`config.mk`:
```
export PLATFORM = sky130hd
export DESIGN_NAME = crosswalk_scheduler
export DESIGN_NICKNAME = d
export VERILOG_FILES = /design/src/rtl/crosswalk_scheduler.sv
export SDC_FILE = /design/constraint.sdc
export NUM_CORES = 1
export LEC_CHECK = 0
export ABC_AREA = 1
export CORE_MARGIN = 3
export CORE_UTILIZATION = 45
export CTS_BUF_LIST = sky130_fd_sc_hd__clkbuf_8 sky130_fd_sc_hd__clkbuf_16
export CTS_CLUSTER_DIAMETER = 50
export DETAILED_ROUTE_END_ITERATION = 10
export GPL_TIMING_DRIVEN = 0
export MAX_ROUTING_LAYER = met4
export PLACE_DENSITY_LB_ADDON = 0.15
export SLEW_MARGIN = 20
export SYNTH_ARGS = -nofsm -noshare
export SYNTH_HDL_FRONTEND = slang
export SYNTH_SLANG_ARGS = --single-unit
export TNS_END_PERCENT = 50
```
`constraint.sdc`:
```
create_clock -name clk_50_mhz -period 1.5 [get_ports clk_50_mhz]
set_input_delay 0.225 -clock clk_50_mhz [delete_from_list [all_inputs] [get_ports clk_50_mhz]]
set_output_delay 0.225 -clock clk_50_mhz [all_outputs]
set_load 0.02 [all_outputs]
```
`src/rtl/crosswalk_scheduler.sv`:
```
// Pedestrian crossing scheduler: latches north/west button edges, arbitrates them round-robin,
// requests a safe traffic phase and sequences WALK, flashing-stop clearance and solid STOP.
module crosswalk_scheduler #(
   parameter int unsigned WALK_SECS  = 7,
   parameter int unsigned CLEAR_SECS = 5
) (
   input  logic clk_50_mhz,
   input  logic reset_n,
   input  logic tick_1hz,
   input  logic nrth_req,
   input  logic west_req,
   input  logic nrth_safe,
   input  logic west_safe,
   output logic call_nrth,
   output logic call_west,
   output logic walk_nrth,
   output logic stop_nrth,
   output logic walk_west,
   output logic stop_west,
   output logic busy,
   output logic abort_pulse
);

   localparam int unsigned MaxSecs = (WALK_SECS > CLEAR_SECS) ? WALK_SECS : CLEAR_SECS;
   localparam int unsigned CNT_W   = $clog2(MaxSecs + 1);
   localparam logic [CNT_W-1:0] WalkLoad  = CNT_W'(WALK_SECS);
   localparam logic [CNT_W-1:0] ClearLoad = CNT_W'(CLEAR_SECS);
   localparam logic [CNT_W-1:0] CntOne    = CNT_W'(1);

   typedef enum logic [2:0] {StIdle, StWaitSafe, StWalk, StClear, StAbort} state_e;

   // Bit 0 is the north crossing, bit 1 the west crossing throughout.
   state_e           state_q, state_d;
   logic [1:0]       pending_q, pending_d;
   logic             rr_ptr_q, rr_ptr_d;
   logic             grant_q, grant_d;
   logic [CNT_W-1:0] count_q, count_d;
   logic             flash_q, flash_d;
   logic [1:0]       req_q;
   logic [1:0]       walk_q, walk_d;
   logic [1:0]       stop_q, stop_d;
   logic [1:0]       call_q, call_d;
   logic             busy_q, busy_d;
   logic             abort_q, abort_d;

   logic [1:0] req, safe, edge_det, served, gsel, clr_sel;

   always_comb begin
      req      = {west_req, nrth_req};
      safe     = {west_safe, nrth_safe};
      edge_det = req & ~req_q;
      state_d  = state_q;
      rr_ptr_d = rr_ptr_q;
      grant_d  = grant_q;
      count_d  = count_q;
      flash_d  = flash_q;
      // A press for the crossing already being served (before its walk ends) is absorbed.
      served    = (state_q == StWaitSafe || state_q == StWalk) ? (2'b01 << grant_q) : 2'b00;
      pending_d = pending_q | (edge_det & ~served);

      unique case (state_q)
         StIdle: begin
            if (|pending_q) begin
               state_d = StWaitSafe;
               grant_d = (&pending_q) ? rr_ptr_q : pending_q[1];
            end
         end
         StWaitSafe: begin
            if (safe[grant_q]) begin
               state_d            = StWalk;
               count_d            = WalkLoad;
               pending_d[grant_q] = 1'b0;
            end
         end
         StWalk: begin
            if (!safe[grant_q]) begin
               state_d = StAbort;
            end else if (tick_1hz) begin
               if (count_q == CntOne) begin
                  state_d = StClear;
                  count_d = ClearLoad;
                  flash_d = 1'b1;
               end else begin
                  count_d = count_q - CntOne;
               end
            end
         end
         StClear: begin
            if (!safe[grant_q]) begin
               state_d = StAbort;
            end else if (tick_1hz) begin
               flash_d = ~flash_q;
               if (count_q == CntOne) begin
                  state_d  = StIdle;
                  rr_ptr_d = ~grant_q;
               end else begin
                  count_d = count_q - CntOne;
               end
            end
         end
         StAbort: begin
            state_d            = StIdle;
            pending_d[grant_q] = 1'b1;
         end
         default: state_d = StIdle;
      endcase

      // Lamps and calls are registered from next-state so they track the state register.
      gsel    = 2'b01 << grant_d;
      walk_d  = (state_d == StWalk) ? gsel : 2'b00;
      clr_sel = (state_d == StClear) ? gsel : 2'b00;
      stop_d  = ~walk_d & ~(clr_sel & {2{~flash_d}});
      call_d  = pending_d | ((state_d != StIdle) ? gsel : 2'b00);
      busy_d  = (state_d != StIdle);
      abort_d = (state_d == StAbort);
   end

   always_ff @(posedge clk_50_mhz or negedge reset_n) begin
      if (!reset_n) begin
         state_q   <= StIdle;
         pending_q <= 2'b00;
         rr_ptr_q  <= 1'b0;
         grant_q   <= 1'b0;
         count_q   <= '0;
         flash_q   <= 1'b1;
         req_q     <= 2'b00;
         walk_q    <= 2'b00;
         stop_q    <= 2'b11;
         call_q    <= 2'b00;
         busy_q    <= 1'b0;
         abort_q   <= 1'b0;
      end else begin
         state_q   <= state_d;
         pending_q <= pending_d;
         rr_ptr_q  <= rr_ptr_d;
         grant_q   <= grant_d;
         count_q   <= count_d;
         flash_q   <= flash_d;
         req_q     <= req;
         walk_q    <= walk_d;
         stop_q    <= stop_d;
         call_q    <= call_d;
         busy_q    <= busy_d;
         abort_q   <= abort_d;
      end
   end

   assign call_nrth   = call_q[0];
   assign call_west   = call_q[1];
   assign walk_nrth   = walk_q[0];
   assign stop_nrth   = stop_q[0];
   assign walk_west   = walk_q[1];
   assign stop_west   = stop_q[1];
   assign busy        = busy_q;
   assign abort_pulse = abort_q;

endmodule
```
==> results.json <==
{
  "p_comb_frac": 0.526,
  "instances_no_fill": 172,
  "maxCapViolations": 0,
  "drive_above_1_share": 0.166,
  "crit_type": "reg -> out",
  "async_flop_share": 1.00,
  "start_kind": "register",
  "switchingPower_mw": 1.26,
  "rrSetupSlack_ns": 0.10,
  "num_rows": 16,
  "final_common_cell": "nand2_1",
  "relSlewSlack": 0.378,
  "switching_share": 0.449,
  "grt_pass1_vias": 767,
  "die_area_um2": 2950,
  "ys_types": 22,
  "post-route-period-util": 0.944,
  "via_count": 835,
  "drv_slew": 0,
  "cp_num_buf_inv": 1,
  "routedWlPerCell_um": 11.2,
  "final_cell_mix": "nand2_1, inv_1, dfrtp_1",
  "finalSetupTns_ns": 0,
  "clk_latency_ns": 0.26,
  "synth_edf_count": 0,
  "synth_nets": 136,
  "syn-mean-instance-area_um2": 8.27,
  "htreeDepth": 1,
  "grt-ovfl-total": 0,
  "r2r_cells": 9,
  "synthFlopType": "dfrtp_1",
  "hold_depth": 1,
  "peakVddDrop_mv": 1.16,
  "nFillCells": 180,
  "stdcell_area_um2": 1280,
  "synthToLayoutAreaGrowth_pct": 22.2,
  "grt_util_met2": 0.227,
  "cp.depth": 1,
  "post-route-drc-count": 0,
  "status": "finished clean",
  "cts_tree": "yes",
  "core_area_um2": 2080,
  "grt_pass1_wl_um": 3220,
  "busiest_layer": "met2",
  "portBuffers": 14,
  "worst_slew_pin_slew_ns": 0.931,
  "rsz0062_at_grt": "true",
  "antenna_cells": 0,
  "synthCells": 127,
  "layout.nets": 155,
  "multi_input_area_um2": 450,
  "hold_ws_ns": 0.440,
  "internal_power_mw": 1.55,
  "endpoint_kind": "output port",
  "power_density_nw_per_um2": 2190,
  "syn_area_um2": 1050,
  "hp-class": "in -> reg",
  "fmax_mhz": 707,
  "yosysSeqAreaShare": 0.504,
  "start_util": 0.504,
  "seqPwrFrac": 0.345,
  "grtUsageTotal": 0.156,
  "wl_um": 1920,
  "grt_max_degree": 22,
  "r2r_end": "call_q[0]",
  "setup_viol": 0,
  "cts_sinks": 21,
  "crit_fanout": 1,
  "fp.dieH_um": 54.3,
  "antenna_found_initial": 0,
  "cp_slowest_cell": "clkdlybuf4s50_1",
  "ys_seq_elements": 21,
  "placed_area_um2": 1220,
  "hpwl_um": 1440,
  "critPathMaxStageDelay_ns": 0.60,
  "finalPower_mw": 2.81,
  "hold_violations": 0,
  "seq_area_um2": 532,
  "cp_top_family": "buffers and inverters",
  "cts.path.max_buffers": 2,
  "whs_endpoint": "req_q[1]",
  "worstPathRequired_ns": 1.27,
  "die_w_um": 54.3,
  "hp-start": "west_req",
  "met3_usage": 0.0518,
  "cp-startpoint": "walk_q[0]",
  "num_io_pins": 15,
  "numCtsBuffers": 3,
  "firstDrtPassIters": 4,
  "p_leak_nw": 0.639,
  "period_minus_slack_ns": 1.42,
  "met1_usage": 0.210,
  "vias_per_cell": 4.85,
  "placedCellCount": 168,
  "r2r_start": "count_q[1]",
  "drtAntennaViolNets": 0,
  "cts.clk_slew.worst_paths_ns": 0.07,
  "drtIter0Drc": 11,
  "power_frac_clock": 0.129,
  "path_cells": "clkdlybuf4s50_1",
  "gp_congestion": 0.843,
  "cts_root_buf": "clkbuf_8",
  "yosysWarnings": 0,
  "fin_skew_ns": 0.00365,
  "cts_setup_buffers": 0,
  "crit_arrival_ns": 1.19
}
-- per-stage QoR --
step | worst slack, ns | util
floorplan | 0.253 | -
global placement | -0.0754 | 0.588
detailed placement | -0.0822 | 0.588
CTS | 0.0578 | 0.609
global route | -0.0126 | 0.616
finish | 0.0847 | 0.616
-- routing by layer --
metal | vias up | wire, um | share of wire
met3 | 3 | 145 | 0.076
met5 | - | 0 | 0
met1 | 371 | 967 | 0.50
li1 | 433 | - | -
met2 | 28 | 792 | 0.41
met4 | 0 | 13 | 0.0068
-- area by class of cell --
| cell class | instances | area share |
|---|---|---|
| clock buffers | 3 | 0.0322 |
| repair buffers | 14 | 0.107 |
| well taps | 27 | 0.0263 |
| flip-flops and latches | 21 | 0.415 |
| inverters | 22 | 0.0644 |
| clock inverters | 1 | 0.00390 |
| multi-input cells | 84 | 0.351 |
-- power groups by stage --
stage	Combinational, mW	Sequential (mW)	Clock (mW)
final	1.48	0.969	0.361
after detailed placement	1.47	0.970	0
after global routing	1.67	0.995	0.399
after global placement	1.45	0.972	0
after floorplan	0.981	1.05	0
after CTS	1.47	0.960	0.376
-- cells by family after synthesis --
group	synth area share
flip-flops	0.504
adder cells (fa/ha/maj)	0.0238
AND/OR/NAND/NOR	0.298
AO/OA/AOI/OAI	0.0870
buffers and inverters	0.0787
XOR/XNOR	0.00834
-- what timing repair did --
| item | 4_1_cts | 5_1_grt |
|---|---|---|
| gates cloned | 0 | 0 |
| endpoints found under the setup margin | 2 | 7 |
| resized for setup | 2 | 5 |
| hold endpoints to repair | 0 | 0 |
| hold buffers | 0 | 0 |
-- synth_stat cells, types with 2 or more instances --
master | count | area share
inv_1 | 20 | 0.072
o21ai_0 | 7 | 0.033
ha_1 | 2 | 0.024
nand2_1 | 33 | 0.12
nand3_1 | 9 | 0.043
inv_2 | 2 | 0.0072
nor2_1 | 13 | 0.046
a21oi_1 | 2 | 0.0095
dfrtp_1 | 18 | 0.43
dfstp_2 | 3 | 0.075
nand2_2 | 3 | 0.018
nand3_2 | 4 | 0.038
o21ai_1 | 2 | 0.0095
-- sequential cells by signal, indices dropped and copies added (netlist names) --
name and flops:
abort_pulse 1, busy 1, call_q 2, count_q 3, flash_q 1, grant_q 1
pending_q 2, req_q 2, rr_ptr_q 1, state_q 3, stop_q 2, walk_q 2
-- how the worst max path moves through the flow --
stage	endpoint
CTS	call_q[0]
global placement	call_q[1]
detailed placement	call_q[0]
global route	call_q[1]
finish	walk_nrth
floorplan	call_q[0]
(Power assumes the default switching activity.)
